[config.mk]
export PLATFORM = sky130hd
export DESIGN_NAME = csr_request_arbiter
export DESIGN_NICKNAME = d
export VERILOG_FILES = /design/src/rtl/bbc_csr_pkg.sv /design/src/rtl/csr_arb_timeout.sv /design/src/rtl/csr_request_arbiter.sv
export SDC_FILE = /design/constraint.sdc
export NUM_CORES = 1
export LEC_CHECK = 0
export BUFFER_PORTS_ARGS = -buffer_cell sky130_fd_sc_hd__clkbuf_2
export CORE_MARGIN = 1.5
export CORE_UTILIZATION = 31
export CTS_CLUSTER_SIZE = 16
export DETAILED_ROUTE_END_ITERATION = 12
export PLACE_DENSITY = 0.71
export SYNTH_ARGS = -nofsm -noshare
export SYNTH_HDL_FRONTEND = slang
export SYNTH_HIERARCHICAL = 1
export SYNTH_SLANG_ARGS = --single-unit
[constraint.sdc]
create_clock -name clk -period 3.05 [get_ports clk]
set_input_delay 0.61 -clock clk [delete_from_list [all_inputs] [get_ports clk]]
set_output_delay 0.61 -clock clk [all_outputs]
set_load 0.02 [all_outputs]
[src/rtl/bbc_csr_pkg.sv]
// Shared CSR bus definitions for the BBC CSR request arbiter: state encoding,
// request/response field widths and the forced-completion read pattern.
package bbc_csr_pkg;

    localparam int SELECT_W = 16;
    localparam int ADDR_W   = 16;
    localparam int DATA_W   = 32;

    localparam logic [DATA_W-1:0] TIMEOUT_READ_DATA = 32'hDEAD_C5A0;

    typedef enum logic [1:0] {
        IDLE      = 2'd0,
        ISSUE     = 2'd1,
        WAIT_DATA = 2'd2
    } arb_state_t;

    typedef struct packed {
        logic                valid;
        logic                read_not_write;
        logic [SELECT_W-1:0] select;
        logic [ADDR_W-1:0]   address;
        logic [DATA_W-1:0]   data;
    } csr_request_t;

endpackage

[src/rtl/csr_arb_timeout.sv]
// Transaction watchdog for csr_request_arbiter: counts busy cycles since the
// last grant, flags expiry and keeps a saturating count of expired transactions.
module csr_arb_timeout #(
    parameter int TIMEOUT_CYCLES = 255
) (
    input  logic       clk,
    input  logic       reset,
    input  logic       start,
    input  logic       active,
    input  logic       done,
    output logic       expire,
    output logic [7:0] timeout_count
);

    localparam logic [15:0] LIMIT = 16'(TIMEOUT_CYCLES - 1);

    logic [15:0] cycle_cnt_p1;

    always_ff @(posedge clk or posedge reset) begin
        if (reset) begin
            cycle_cnt_p1 <= '0;
        end else if (start) begin
            cycle_cnt_p1 <= '0;
        end else if (active) begin
            cycle_cnt_p1 <= cycle_cnt_p1 + 16'd1;
        end
    end

    // A genuine completion in the expiry cycle takes priority over forcing one.
    assign expire = active && !done && (cycle_cnt_p1 == LIMIT);

    always_ff @(posedge clk or posedge reset) begin
        if (reset) begin
            timeout_count <= '0;
        end else if (expire && (timeout_count != 8'hFF)) begin
            timeout_count <= timeout_count + 8'd1;
        end
    end

endmodule

[src/rtl/csr_request_arbiter.sv]
// Round-robin arbiter sharing the BBC CSR port between two requesters.
// Optional watchdog with forced completion: define CSR_REQUEST_ARBITER_TIMEOUT_EN.
module csr_request_arbiter
    import bbc_csr_pkg::*;
#(
    parameter int TIMEOUT_CYCLES = 255
) (
    input  logic        clk,
    input  logic        reset,

    input  logic        req0_csr_request__valid,
    input  logic        req0_csr_request__read_not_write,
    input  logic [15:0] req0_csr_request__select,
    input  logic [15:0] req0_csr_request__address,
    input  logic [31:0] req0_csr_request__data,
    output logic        req0_csr_response__ack,
    output logic        req0_csr_response__read_data_valid,
    output logic [31:0] req0_csr_response__read_data,

    input  logic        req1_csr_request__valid,
    input  logic        req1_csr_request__read_not_write,
    input  logic [15:0] req1_csr_request__select,
    input  logic [15:0] req1_csr_request__address,
    input  logic [31:0] req1_csr_request__data,
    output logic        req1_csr_response__ack,
    output logic        req1_csr_response__read_data_valid,
    output logic [31:0] req1_csr_response__read_data,

    output logic        csr_request__valid,
    output logic        csr_request__read_not_write,
    output logic [15:0] csr_request__select,
    output logic [15:0] csr_request__address,
    output logic [31:0] csr_request__data,
    input  logic        csr_response__ack,
    input  logic        csr_response__read_data_valid,
    input  logic [31:0] csr_response__read_data,

    output logic        busy,
    output logic [7:0]  timeout_count
);

    if (TIMEOUT_CYCLES < 1 || TIMEOUT_CYCLES > 65535) begin : g_bad_timeout
        $error("TIMEOUT_CYCLES must be in 1..65535");
    end

    arb_state_t   state_p1, state_nxt;
    logic         grant_p1, last_grant_p1;
    csr_request_t ds_req_p1;
    csr_request_t req0_pkt, req1_pkt;
    logic         grant_now, grant_sel, expire;
    logic         rsp_ack, rsp_rdv;
    logic [31:0]  rsp_data;

    assign req0_pkt = '{valid: 1'b1, read_not_write: req0_csr_request__read_not_write,
                        select: req0_csr_request__select, address: req0_csr_request__address,
                        data: req0_csr_request__data};
    assign req1_pkt = '{valid: 1'b1, read_not_write: req1_csr_request__read_not_write,
                        select: req1_csr_request__select, address: req1_csr_request__address,
                        data: req1_csr_request__data};

    assign grant_now = (state_p1 == IDLE) && (req0_csr_request__valid || req1_csr_request__valid);
    assign grant_sel = (req0_csr_request__valid && req1_csr_request__valid) ? ~last_grant_p1
                                                                          : req1_csr_request__valid;

`ifdef CSR_REQUEST_ARBITER_TIMEOUT_EN
    logic done;

    assign done = ((state_p1 == ISSUE) && csr_response__ack &&
                   (!ds_req_p1.read_not_write || csr_response__read_data_valid)) ||
                  ((state_p1 == WAIT_DATA) && csr_response__read_data_valid);

    csr_arb_timeout #(
        .TIMEOUT_CYCLES(TIMEOUT_CYCLES)
    ) u_timeout (
        .clk           (clk),
        .reset         (reset),
        .start         (grant_now),
        .active        (busy),
        .done          (done),
        .expire        (expire),
        .timeout_count (timeout_count)
    );
`else
    assign expire        = 1'b0;
    assign timeout_count = 8'd0;
`endif

    always_comb begin
        state_nxt = state_p1;
        case (state_p1)
            IDLE:      if (grant_now) state_nxt = ISSUE;
            ISSUE: begin
                if (csr_response__ack) begin
                    state_nxt = (!ds_req_p1.read_not_write || csr_response__read_data_valid)
                                ? IDLE : WAIT_DATA;
                end
            end
            WAIT_DATA: if (csr_response__read_data_valid) state_nxt = IDLE;
            default:   state_nxt = IDLE;
        endcase
        if (expire) state_nxt = IDLE;
    end

    // Stage p1: granted request registered toward the BBC bus.
    always_ff @(posedge clk or posedge reset) begin
        if (reset) begin
            state_p1      <= IDLE;
            grant_p1      <= 1'b0;
            last_grant_p1 <= 1'b1;
            ds_req_p1     <= '0;
        end else begin
            state_p1 <= state_nxt;
            if (grant_now) begin
                grant_p1      <= grant_sel;
                last_grant_p1 <= grant_sel;
                ds_req_p1     <= grant_sel ? req1_pkt : req0_pkt;
            end else if (((state_p1 == ISSUE) && csr_response__ack) || expire) begin
                ds_req_p1.valid <= 1'b0;
            end
        end
    end

    assign csr_request__valid          = ds_req_p1.valid;
    assign csr_request__read_not_write = ds_req_p1.read_not_write;
    assign csr_request__select         = ds_req_p1.select;
    assign csr_request__address        = ds_req_p1.address;
    assign csr_request__data           = ds_req_p1.data;
    assign busy                        = (state_p1 != IDLE);

    // Responses route combinationally, gated by registered state so IDLE drops them.
    always_comb begin
        rsp_ack  = (state_p1 == ISSUE) && csr_response__ack;
        rsp_rdv  = csr_response__read_data_valid &&
                   (((state_p1 == ISSUE) && ds_req_p1.read_not_write) || (state_p1 == WAIT_DATA));
        rsp_data = csr_response__read_data;
        if (expire) begin
            rsp_ack = rsp_ack || (state_p1 == ISSUE);
            if (ds_req_p1.read_not_write) begin
                rsp_rdv  = 1'b1;
                rsp_data = TIMEOUT_READ_DATA;
            end
        end
    end

    assign req0_csr_response__ack             = rsp_ack && !grant_p1;
    assign req0_csr_response__read_data_valid = rsp_rdv && !grant_p1;
    assign req0_csr_response__read_data       = rsp_data;
    assign req1_csr_response__ack             = rsp_ack && grant_p1;
    assign req1_csr_response__read_data_valid = rsp_rdv && grant_p1;
    assign req1_csr_response__read_data       = rsp_data;

endmodule

Yosys cells after proc, flatten, opt, wreduce, memory -nomap -nowiden
Cells that the tools add are included.

Bits in registers: 70. Bits of input ports: 168.

Reduce and logical (&&, ||, !) cells: 18. Multiplexer cells: 9. Bitwise gates (word level): 1. Equality and inequality tests: 5.

Operators by type and width (count): $mux 65 (1); $logic_and 1x1->1 (9); $mux 2 (4); $ne 2x2->1 const B (3); $pmux 2 s3 (1); $reduce_bool 2->1 (2); $logic_or 1x1->1 (3); $mux 1 (3); $reduce_and 3->1 (1); $eq 2x1->1 const B (1); $eq 2x2->1 const B (1); $logic_not 1->1 (2); $logic_not 2->1 (1); $not 1->1 (1).

Longest topological paths before layout
Gate-level depths: netlist of run 1.

Depth in word-level cells: 5. Gate-level depth with buffers: 5. Gate-level depth less buffers: 3.

Worst setup path after synthesis of run 1
Ideal clock, no wire load.

Kind: input-to-reg. Start: in req1_csr_request__valid. End: reg ds_req_p1 (netlist bit csr_request__data[10]). Cell stages on the path: 5. Arrival time: 1649 ps. Setup slack: 1276 ps. Required time: 2925 ps. Cell sequence: a21bo_2 buf_6 buf_6 mux2_4 mux2_4.

Word-level cells in the longest chain between the ends: 3.

Ends and longest elaborated chain: start, declared (RTL line csr_request_arbiter.sv:20) `input logic req1_csr_request__valid,`; $logic_and 1x1->1 (RTL line csr_request_arbiter.sv:62) `assign grant_sel = (req0_csr_request__valid && req1_csr_request__valid) ? ~last_grant_p1`; $mux 1 (RTL line csr_request_arbiter.sv:62); $mux 65 (RTL line csr_request_arbiter.sv:116) `ds_req_p1 <= grant_sel ? req1_pkt : req0_pkt;`; end signal, assigned (RTL line csr_request_arbiter.sv:116); end, declared (RTL line csr_request_arbiter.sv:48) `csr_request_t ds_req_p1;`.

Parallel ways exist; a longest one is shown, timed or not. A chain may end at the register's enable or synchronous reset.

Worst setup path in the final report of run 1
Start: reg state_p1[0]. End: out req0_csr_response__read_data_valid.

Word-level cells in the longest chain between the ends: 5.

Ends and longest elaborated chain: start, declared (RTL line csr_request_arbiter.sv:46) `arb_state_t state_p1, state_nxt;`; start signal, assigned (RTL line csr_request_arbiter.sv:112) `state_p1 <= state_nxt;`; $eq 2x1->1 (RTL line csr_request_arbiter.sv:134) `(((state_p1 == ISSUE) && ds_req_p1.read_not_write) || (state_p1 == WAIT_DATA));`; $logic_and 1x1->1 (RTL line csr_request_arbiter.sv:134); $logic_or 1x1->1 * (RTL line csr_request_arbiter.sv:134); $logic_and 1x1->1 * (RTL line csr_request_arbiter.sv:133) `rsp_rdv = csr_response__read_data_valid &&`; $logic_and 1x1->1 * (RTL line csr_request_arbiter.sv:146) `assign req0_csr_response__read_data_valid = rsp_rdv && !grant_p1;`; end, declared (RTL line csr_request_arbiter.sv:17) `output logic req0_csr_response__read_data_valid,`.

Every way passes the cells marked *; elsewhere a longest branch is shown, timed or not.

==> PnR_summary.wiki, run 1 <==
{| class="wikitable"
! Metric !! Value
|-
| Max Clock Freq || 497 MHz
|-
| Startpoint kind of the worst setup timing path || register
|-
| Number of maximum-capacitance violations || 0
|-
| CTS Root Buffer Type || sky130_fd_sc_hd__clkbuf_16
|-
| Cell area after layout || 0.00526 sq mm
|-
| Initial antenna violation count || 0
|-
| Post-route setup TNS || 0 ns
|-
| DRC errors left || 0
|-
| Cell Pwr Density || ~1000 mW/mm^2
|-
| Ports placed on the boundary || 311
|-
| Final setup vio count || 0
|-
| Dpl ws || between 0.9 and 1 ns
|-
| TritonCTS clock tree || built
|-
| Number of standard cells in the layout, taps in and fillers out || 634
|-
| Worst voltage drop across the vdd grid || 0.406 mV
|-
| Cell Rows || 42
|-
| Detailed-placement wirelength estimate || 7210 microns
|-
| Vertical extent of the die || 121 microns
|-
| First-pass iteration count of the detailed router || 4
|-
| Worst flop-to-flop path startpoint || state_p1[0]
|-
| Htree depth || 3
|-
| Core area || 0.0133 sq mm
|-
| Arrival time worst endpoint || 1.40 ns
|-
| Starting density of the core || between 30% and 40%
|-
| Final net count || approximately 620
|-
| Clock slew seen by the registers of the worst setup and hold paths || about 0.060 ns
|-
| Count of placed standard cells including taps || 618
|-
| Warning count from the yosys run || 6
|-
| First-pass GRT wire length || 14,400 microns
|-
| Via count normalized by instance count || 4.37
|-
| Via count of the first global-routing pass || 2,963
|-
| CTS-repair resized insts || 0
|-
| Max Clock Skew || roughly 0.011 ns
|-
| Origin of the worst setup path || state_p1[0]
|-
| Routed wire length per instance || 14.6 microns
|-
| Classification of the worst-slack hold path || primary input to async pin
|-
| Antenna diodes || 0
|-
| Cell leakage power || 0.00278 uW
|-
| Placed Area || 0.00499 sq mm
|-
| Outcome || completed
|-
| Skew-Pair Late Insertion Delay || 0.33 ns
|-
| Number of library cell types mapped by synthesis || 20
|-
| Initial detailed-routing violation count || 39
|-
| Synthesized instance count || 310
|-
| Final weighted congestion of routability-driven global placement || between 0.7 and 0.8
|-
| Chip width || around 120 microns
|-
| GR Overflow Total || 0
|-
| Top fanout value on the critical path || 4
|-
| Area grow syn2layout || 22.7%
|-
| Max clock buf depth || 2
|-
| Antenna Nets Post-Route || 0
|-
| Clock tree sinks || 70
|-
| Minimum setup slack in the final design || 1.04 ns
|-
| Die outline area || approximately 0.015 sq mm
|-
| Number of failing hold endpoints at the final stage || 0
|-
| Total routing resource utilization after global routing || 12.8%
|-
| Cell area after synthesis || roughly 0.0043 sq mm
|-
| RSZ-0062 raised after global routing || no
|-
| FF+latch count, synth || 70
|-
| Routed vias || 2,771
|-
| Final count of pins violating max slew || 0
|-
| Hold_buf cts || 0
|-
| Per-instance average area after synthesis || 13.8 sq um
|-
| Worst slew pin tran || between 0.7 and 0.8 ns
|-
| Rel. slew slack || about 53%
|-
| Final clock period utilization by the worst path || 65.9%
|-
| Total clock buffers created by CTS || 9
|-
| Worst Path Required || ~2.4 ns
|-
| Buffers inserted during post-CTS setup optimization || 0
|-
| Commonest cells after routing, fill and taps aside || 206 x sky130_fd_sc_hd__clkbuf_2, 78 x sky130_fd_sc_hd__mux2_4, 69 x sky130_fd_sc_hd__dfrtp_1, 52 x sky130_fd_sc_hd__mux2_2, 9 x sky130_fd_sc_hd__clkbuf_16
|-
| Proportion of layout cells with a drive suffix above 1 || 77.9%
|-
| Commonest non-fill, non-tap cell in the layout || sky130_fd_sc_hd__clkbuf_2
|-
| Number of buffers added on ports || roughly 210
|-
| Category of the most critical setup path || register to output pin
|-
| Type of element capturing the critical path || output pin
|-
| Wire length reported by the detailed router || a little over 9000 microns
|-
| Largest net degree at the start of global routing || roughly 40
|-
| Seq/Total Area, Yosys || about two fifths
|-
| Final worst path period need || roughly 2.0 ns
|}
[state kept, by name, summed over array words and instances (netlist names)]
name	count
csr_request__data	32
csr_request__address	16
csr_request__select	16
state_p1	2
csr_request__read_not_write	1
csr_request__valid	1
grant_p1	1
last_grant_p1	1
[report_power, final]
group	switching [uW]	internal (uW)	leakage [uW]	total [uW]
logic	1310	1290	0.00183	2600
registers	281	1420	0.000817	1700
clock network	373	572	0.000127	945
total	1960	3280	0.00278	5250
[area by class of cell]
class,count,area [sq um]
Clock buffer,14,254
Multi-Input combinational cell,157,1910
Fill cell,1305,8090
Tap cell,176,220
Inverter,4,15.0
Clock inverter,2,12.5
Sequential cell,70,1750
Timing Repair Buffer,211,1090
[critical path, cell delays in order, from the launching register on]
cell and delay (ns):
sky130_fd_sc_hd__dfrtp_1 0.40, sky130_fd_sc_hd__and3b_1 0.20, sky130_fd_sc_hd__o21ai_0 0.24, sky130_fd_sc_hd__nor2_1 0.07
sky130_fd_sc_hd__clkbuf_2 0.16
[metal layers]
metal  wire length [microns]  up-vias  GRT usage (%)  part of all wire, %
met5                       0        -              0                    0
met4                     322        0           8.09                  3.5
met3                     753       37           3.68                  8.2
met2                    4840      151           22.6                   52
met1                    3320     1310           13.4                   36
li1                        -     1273              -                    -
[through the flow]
stage                     total power [uW]  hold WS, ns  util, %
after floorplan                       3700        0.505        -
after global placement                4270        0.460     37.4
after detailed placement              4350        0.467     37.4
after CTS                             5330        0.406     39.4
after global routing                  5570        0.443     39.4
final                                 5250        0.369     39.4
[path summary, 6_finish.rpt]
check                                                     endpoint  slack, ns  depth (start not counted)
worst max register to register             csr_request__select[11]       1.15                          4
worst min-delay path                         csr_request__data[24]       0.37                          2
min in group clk                                       state_p1[1]       0.47                          2
worst max-delay path            req0_csr_response__read_data_valid       1.04                          4
worst min register to register                  csr_request__valid       0.48                          1
max in group asynchronous                    csr_request__data[20]       2.01                          3
[kinds of logic (layout without fill, tap and decap cells)]
group / count (synthesis) / after routing / synth area share, %
mux: 130 / 130 / 41.0
compound gates: 9 / 9 / 1.40
flops: 70 / 70 / 40.9
other cells: 1 / 8 / 0.0875
buf+inv: 90 / 231 / 15.5
simple gates: 10 / 10 / 1.11
[cells in the mapped netlist]
master / number / share of area, %
sky130_fd_sc_hd__o21a_1: 1 / 0.18
sky130_fd_sc_hd__and3b_1: 1 / 0.20
sky130_fd_sc_hd__buf_6: 5 / 1.3
sky130_fd_sc_hd__nor2_1: 6 / 0.53
sky130_fd_sc_hd__a21bo_2: 1 / 0.23
sky130_fd_sc_hd__mux2_4: 78 / 27
sky130_fd_sc_hd__a31oi_1: 1 / 0.15
sky130_fd_sc_hd__dfstp_2: 1 / 0.61
sky130_fd_sc_hd__o22ai_1: 1 / 0.15
sky130_fd_sc_hd__dfrtp_1: 69 / 40
sky130_fd_sc_hd__a21oi_1: 2 / 0.23
sky130_fd_sc_hd__mux2_2: 52 / 14
sky130_fd_sc_hd__inv_1: 4 / 0.35
sky130_fd_sc_hd__nor2b_1: 2 / 0.29
sky130_fd_sc_hd__o21ai_0: 1 / 0.12
sky130_fd_sc_hd__conb_1: 1 / 0.088
sky130_fd_sc_hd__a21o_1: 2 / 0.35
sky130_fd_sc_hd__nand2_1: 1 / 0.088
sky130_fd_sc_hd__buf_4: 75 / 13
sky130_fd_sc_hd__buf_2: 6 / 0.70
Note: power is estimated with default switching activity, not from simulation.
==> inputs of run 2 (changes only) <==
Settings changed: PLACE_DENSITY 0.71 to 0.73.
Clock period 3.05 ns to 1.84 ns, I/O delays scaled along.
==> run 2 against run 1 <==
Worst setup slack worse by 0.93 ns. Clock-buffer cell count decreased by 2. First-iteration DRC count fell by 21%. Critical path type unchanged. Routed wire length fell by 4.2%. Global-route usage down 0.74 points. Sequential cell count did not move. Hold slack got worse by 0.25 ns. Final cell count grew 0.32%. Via count fell by 1.3%. Die area unchanged. Critical path depth stayed put.
==> PnR_summary.wiki, run 2 (synthesis gave the netlist of run 1 again) <==
{| class="wikitable"
! Metric !! Value
|-
| Type of element capturing the critical path || output pin
|-
| Delay of the slowest cell on the worst path || 0.40 ns (about the same)
|-
| Placed Area || 0.00505 sq mm (+1.1%)
|-
| Proportion of layout cells with a drive suffix above 1 || 78.3% (+0.31 points)
|-
| Worst Path Required || 1.47 ns (-0.97 ns)
|-
| CTS Root Buffer Type || sky130_fd_sc_hd__clkbuf_16
|-
| Worst voltage drop across the vdd grid || 0.867 mV (+110%)
|-
| Number of standard cells in the layout, taps in and fillers out || 636 (+0.32%)
|-
| Htree depth || 3 (unchanged)
|-
| Util after Layout || 39.8% (+0.37 points)
|-
| Commonest cells after routing, fill and taps aside || 206 x sky130_fd_sc_hd__clkbuf_2, 78 x sky130_fd_sc_hd__mux2_4, 69 x sky130_fd_sc_hd__dfrtp_1, 52 x sky130_fd_sc_hd__mux2_2, 9 x sky130_fd_sc_hd__clkbuf_16
|-
| Skew-Pair Late Insertion Delay || 0.33 ns (about the same)
|-
| CP bufs+invs || 1 (unchanged)
|-
| Final clock period utilization by the worst path || 93.8%
|-
| Number of buffers added on ports || 206 (unchanged)
|-
| Uppermost metal layer occupied by signal nets || met4
|-
| Routed wire length per instance || 13.9 microns (-4.5%)
|-
| Internal reg-to-reg setup slack || 0.12 ns (-1.03 ns)
|-
| Worst flop-to-flop path startpoint || last_grant_p1
|-
| Ports placed on the boundary || 311 (unchanged)
|-
| RSZ-0062 raised after global routing || no
|-
| Commonest non-fill, non-tap cell in the layout || sky130_fd_sc_hd__clkbuf_2
|-
| Number of failing hold endpoints at the final stage || 0 (unchanged)
|-
| TritonCTS clock tree || built
|-
| Classification of the worst-slack hold path || primary input to async pin
|-
| Outcome || completed
|-
| Chain of cells forming the critical path || and3b_1, o21ai_1, nor2_1, clkbuf_2
|-
| Arrival time worst endpoint || 1.36 ns (-0.04 ns)
|-
| Initial antenna violation count || 0 (unchanged)
|-
| Cell leakage power || 0.00280 uW (+0.79%)
|-
| Die outline area || 0.0145 sq mm (unchanged)
|-
| Met3 routed WL || 732 microns (-2.8%)
|-
| Via count normalized by instance count || 4.30 (-1.6%)
|-
| Wire length reported by the detailed router || 8850 microns (-4.2%)
|-
| Reg2reg path depth || 4 (unchanged)
|-
| Routed met2 length || 4670 microns (-3.5%)
|-
| Total clock buffers created by CTS || 9 (unchanged)
|-
| Max Clock Skew || 0.00699 ns (-0.00358 ns)
|-
| Final weighted congestion of routability-driven global placement || 0.721 (-3.5%)
|-
| Top fanout value on the critical path || 4 (unchanged)
|-
| GR Overflow Total || 0 (unchanged)
|-
| First-pass GRT wire length || 13,600 microns (-5.7%)
|-
| Final setup vio count || 0 (unchanged)
|-
| Hold_buf cts || 0 (unchanged)
|-
| Clock tree sinks || 70 (unchanged)
|-
| Buffers inserted during post-CTS setup optimization || 0 (unchanged)
|-
| Final net count || 623 (+0.32%)
|-
| Top delay family on crit path || flip-flops
|-
| Vertical extent of the die || 121 microns (unchanged)
|-
| Cell Pwr Density || 1650 mW/mm^2 (+65%)
|-
| Chip width || 121 microns (unchanged)
|-
| Count of placed standard cells including taps || 620 (+0.32%)
|-
| Largest net degree at the start of global routing || 71 (+73%)
|-
| Clock slew seen by the registers of the worst setup and hold paths || 0.05 ns (about the same)
|-
| DRC errors left || 0 (unchanged)
|-
| Starting density of the core || 32.1% (unchanged)
|-
| Max Clock Freq || 579 MHz
|-
| Slowest library cell on the worst path || sky130_fd_sc_hd__dfrtp_1
|-
| Number of flip-flops under the largest register name || 32 (unchanged)
|-
| First-pass iteration count of the detailed router || 4 (unchanged)
|-
| Cell Rows || 42 (unchanged)
|-
| Max clock buf depth || 2 (unchanged)
|-
| Post-route setup TNS || 0 ns (unchanged)
|-
| # fillers || 1,299 (-0.46%)
|-
| Detailed-placement wirelength estimate || 6830 microns (-5.2%)
|-
| Total routing resource utilization after global routing || 12.1% (-0.74 points)
|-
| Antenna Nets Post-Route || 0 (unchanged)
|-
| Final count of pins violating max slew || 0 (unchanged)
|-
| Number of maximum-capacitance violations || 0 (unchanged)
|-
| Length of routed wiring on met1 || 3250 microns (-2.0%)
|-
| Area grow syn2layout || 23.8%
|-
| Logic depth of the worst path, buffers included || 4 (unchanged)
|-
| Category of the most critical setup path || register to output pin
|-
| Initial detailed-routing violation count || 31 (-21%)
|-
| Antenna diodes || 0 (unchanged)
|-
| Final worst path period need || between 1.5 and 2 ns
|-
| Worst reg2reg endpoint || csr_request__select[8]
|-
| Via count of the first global-routing pass || 2,836 (-4.3%)
|-
| Routed vias || 2,736 (-1.3%)
|-
| Core area || 0.0133 sq mm (unchanged)
|-
| Cell area after layout || 0.00531 sq mm (+0.95%)
|-
| Startpoint kind of the worst setup timing path || register
|}
[run 2: cell types whose count changed in the layout (fill, tap and decap cells not counted), sizes merged]
cell | before | now
clkinv | 1 | 4
buf | 5 | 7
clkbuf | 220 | 218
inv | 4 | 3
[run 2: worst min-delay path: stages]
cell                         delay [ns]
sky130_fd_sc_hd__clkbuf_2          0.10
sky130_fd_sc_hd__clkinvlp_4        0.07
sky130_fd_sc_hd__buf_12            0.31
[run 2: worst max-delay path by stage]
stage | from | end | slack [ns]
6_report | state_p1[1] | req1_csr_response__read_data_valid | 0.11
5_1_grt | state_p1[1] | req1_csr_response__read_data_valid | 0.03
4_1_cts | state_p1[0] | req1_csr_response__read_data_valid | 0.06
3_5_place_dp | last_grant_p1 | csr_request__select[13] | 0.11
3_3_place_gp | req1_csr_request__valid | csr_request__select[8] | 0.14
2_1_floorplan | last_grant_p1 | csr_request__data[10] | 0.21
[run 2: what timing repair did]
action                                 4_1_cts  5_1_grt
setup endpoints to repair                    0        2
resized for setup                            0        1
endpoints found under the hold margin        0        0
[run 2: where the power goes]
part | total (uW) | internal, uW | switching [uW]
Combinational | 4400 | 2220 | 2180
Clock | 1520 | 907 | 616
Sequential | 2820 | 2350 | 473
[run 2: layer usage]
layer  track usage [%]  vias to the layer above
met5                 0                        -
met4              5.44                        0
met3              3.77                       23
met2              21.9                      155
met1              12.7                     1282
li1                  -                     1276
[run 2: metrics by stage]
stage | power, uW | hold slack, ns | worst slack (ns)
floorplan | 6130 | 0.431 | 0.208
detailed placement | 7290 | 0.481 | 0.111
finish | 8740 | 0.122 | 0.114
CTS | 8890 | 0.132 | 0.0580
global route | 9270 | 0.159 | 0.0287
global placement | 7170 | 0.462 | 0.136
[run 2: cell type report]
type	count	area [sq um]	share of cell area, %
sequential	70	1750	33.0
clock buffer	12	236	4.46
multi-input combinational	157	1910	36.0
tap	176	220	4.15
clock inverter	4	23.8	0.448
timing repair buffer	213	1150	21.6
inverter	4	18.8	0.354
==> inputs of run 3 (changes only) <==
Settings changed: REMOVE_ABC_BUFFERS from default to 1.
==> run 3 against run 2 <==
Sequential share of layout area fell by 0.58 points. Critical path depth did not move. Clock skew barely moved.
==> PnR_summary.wiki, run 3 (synthesis gave the netlist of run 1 again) <==
{| class="wikitable"
! Metric !! Value
|-
| Antenna Nets Post-Route || 0 (unchanged)
|-
| Internal reg-to-reg setup slack || 0.12 ns (about the same)
|-
| Vertical extent of the die || 121 microns (unchanged)
|-
| Sequential Power Share || 30.4% (-1.9 points)
|-
| Rel. slew slack || 64.2%
|-
| Die outline area || 0.0145 sq mm (unchanged)
|-
| Commonest non-fill, non-tap cell in the layout || sky130_fd_sc_hd__clkbuf_2
|-
| Total clock buffers created by CTS || 9 (unchanged)
|-
| Final clock period utilization by the worst path || 93.8% (about the same)
|-
| Cell Pwr Density || 1710 mW/mm^2 (+3.8%)
|-
| Number of flip-flops under the largest register name || 32 (unchanged)
|-
| Worst slew pin tran || 0.538 ns
|-
| Via count of the first global-routing pass || 2,980 (+5.1%)
|-
| Worst Path Required || 1.47 ns (about the same)
|-
| Worst voltage drop across the vdd grid || 0.609 mV (-30%)
|-
| Routed wire length per instance || 21.0 microns (+51%)
|-
| Chip width || 121 microns (unchanged)
|-
| Clock tree sinks || 70 (unchanged)
|-
| Startpoint kind of the worst setup timing path || register
|-
| Hold_buf cts || 0 (unchanged)
|-
| Final count of pins violating max slew || 0 (unchanged)
|-
| Classification of the worst-slack hold path || primary input to async pin
|-
| Cell-internal power || 5830 uW (+6.5%)
|-
| Type of element capturing the critical path || output pin
|-
| Skew-Pair Late Insertion Delay || 0.33 ns (about the same)
|-
| Top fanout value on the critical path || 4 (unchanged)
|-
| Core area || 0.0133 sq mm (unchanged)
|-
| Buffers inserted during post-CTS setup optimization || 0 (unchanged)
|-
| Initial antenna violation count || 0 (unchanged)
|-
| Number of maximum-capacitance violations || 0 (unchanged)
|-
| Switching power || 3400 uW (+4.1%)
|-
| Max clock buf depth || 2 (unchanged)
|-
| Detailed-placement wirelength estimate || 11,200 microns (+64%)
|-
| RSZ-0062 raised after global routing || no
|-
| Outcome || completed
|-
| Wire length reported by the detailed router || 13,500 microns (+52%)
|-
| Htree depth || 3 (unchanged)
|-
| First-pass GRT wire length || 18,900 microns (+39%)
|-
| Largest net degree at the start of global routing || 43 (-39%)
|-
| Commonest cells after routing, fill and taps aside || 205 x sky130_fd_sc_hd__clkbuf_2, 78 x sky130_fd_sc_hd__mux2_4, 69 x sky130_fd_sc_hd__dfrtp_1, 52 x sky130_fd_sc_hd__mux2_2, 9 x sky130_fd_sc_hd__clkbuf_16
|-
| Max Clock Freq || 580 MHz (about the same)
|-
| Post-route setup TNS || 0 ns (unchanged)
|-
| Number of failing hold endpoints at the final stage || 0 (unchanged)
|-
| Via count normalized by instance count || 4.53 (+5.2%)
|-
| Sequential standard cell area || 0.00175 sq mm (unchanged)
|-
| First-pass iteration count of the detailed router || 5 (+1)
|-
| Final net count || 627 (+0.64%)
|-
| Cell leakage power || 0.00285 uW (+1.7%)
|-
| GR Overflow Total || 0 (unchanged)
|-
| Routed vias || 2,896 (+5.8%)
|-
| Number of buffers added on ports || 206 (unchanged)
|-
| Final setup vio count || 0 (unchanged)
|-
| Number of standard cells in the layout, taps in and fillers out || 640 (+0.63%)
|-
| Max Clock Skew || 0.00671 ns (-0.000287 ns)
|-
| Ports placed on the boundary || 311 (unchanged)
|-
| Final weighted congestion of routability-driven global placement || 0.863 (+20%)
|-
| DRC errors left || 0 (unchanged)
|-
| Area grow syn2layout || 26.0%
|-
| Origin of the worst setup path || state_p1[1]
|-
| Area used by multi-input combinational logic || 0.00191 sq mm (+0.33%)
|-
| Antenna diodes || 0 (unchanged)
|-
| Category of the most critical setup path || register to output pin
|-
| # fillers || 1,278 (-1.6%)
|-
| CTS Root Buffer Type || sky130_fd_sc_hd__clkbuf_16
|-
| Switching share of power || 36.8% (-0.53 points)
|-
| Part of the total power dissipated in the clock network || 20.8% (+3.4 points)
|-
| Count of placed standard cells including taps || 624 (+0.65%)
|-
| TritonCTS clock tree || built
|-
| Worst flop-to-flop path startpoint || last_grant_p1
|-
| Total routing resource utilization after global routing || 18.5% (+6.4 points)
|-
| Starting density of the core || 32.1% (unchanged)
|-
| Proportion of layout cells with a drive suffix above 1 || 79.5% (+1.3 points)
|-
| Clock slew seen by the registers of the worst setup and hold paths || 0.06 ns (about the same)
|-
| Final worst path period need || 1.73 ns (-0.00114 ns)
|-
| Combinational share of power || 48.7% (-1.6 points)
|-
| Cell Rows || 42 (unchanged)
|-
| Initial detailed-routing violation count || 56 (+81%)
|-
| Arrival time worst endpoint || 1.36 ns (about the same)
|}
[run 3: changes by cell type in the layout (fill, tap and decap cells not counted), sizes merged]
cell	change
clkbuf	-3
buf	+5
inv	+2
clkinv	-2
bufinv	+2
[run 3: area by class of cell]
type	instances	share of cell area (%)
clock buffer	10	4.42
clock inverter	6	1.74
inverter	4	0.278
multi-input combinational	157	35.4
sequential	70	32.5
tap	176	4.08
timing repair buffer	217	21.6
[run 3: through the flow]
stage	utilization [%]	hold WS, ns	power, uW	cell area [sq um]	worst slack [ns]
2_1_floorplan	-	0.431	5960	3660	-1.40
3_3_place_gp	37.9	0.460	7230	5060	0.155
3_5_place_dp	37.9	0.468	7360	5060	0.118
4_1_cts	40.4	0.102	9350	5390	0.00550
5_1_grt	40.5	0.137	9750	5400	0.0255
6_report	40.5	0.107	9230	5400	0.115
[run 3: worst max-delay path: stages, from the launching register on]
cell and delay, ns:
sky130_fd_sc_hd__dfrtp_1 0.41, sky130_fd_sc_hd__and3b_1 0.26, sky130_fd_sc_hd__o21ai_2 0.08, sky130_fd_sc_hd__nor2_2 0.13, sky130_fd_sc_hd__buf_4 0.15
[run 3: timing repair]
| item | CTS | global route |
|---|---|---|
| setup endpoints to repair | 0 | 2 |
| hold endpoints to repair | 0 | 0 |
| gates resized for setup | 0 | 5 |
[run 3: final timing paths]
kind,to,depth (start not counted)
max,req1_csr_response__read_data_valid,4
min,csr_request__select[1],3
max reg2reg,csr_request__select[11],4
min reg2reg,csr_request__address[11],1
max in group asynchronous,csr_request__select[14],3
min in group clk,state_p1[1],2
[run 3: power by group through the flow]
stage	sequential [uW]	combinational, uW	clock [uW]
5_1_grt	2910	4770	2070
2_1_floorplan	3680	2280	0
4_1_cts	2820	4540	1990
6_report	2810	4500	1920
3_5_place_dp	2830	4530	0
3_3_place_gp	2790	4450	0
[run 3: metal layers]
layer	vias to the layer above	GRT usage, %	wire [microns]	part of all wire [%]
met5	-	4.78	80	0.59
met4	2	6.91	208	1.5
met3	18	15.1	2470	18
met2	217	29.6	6390	47
met1	1369	17.2	4310	32
li1	1290	-	-	-
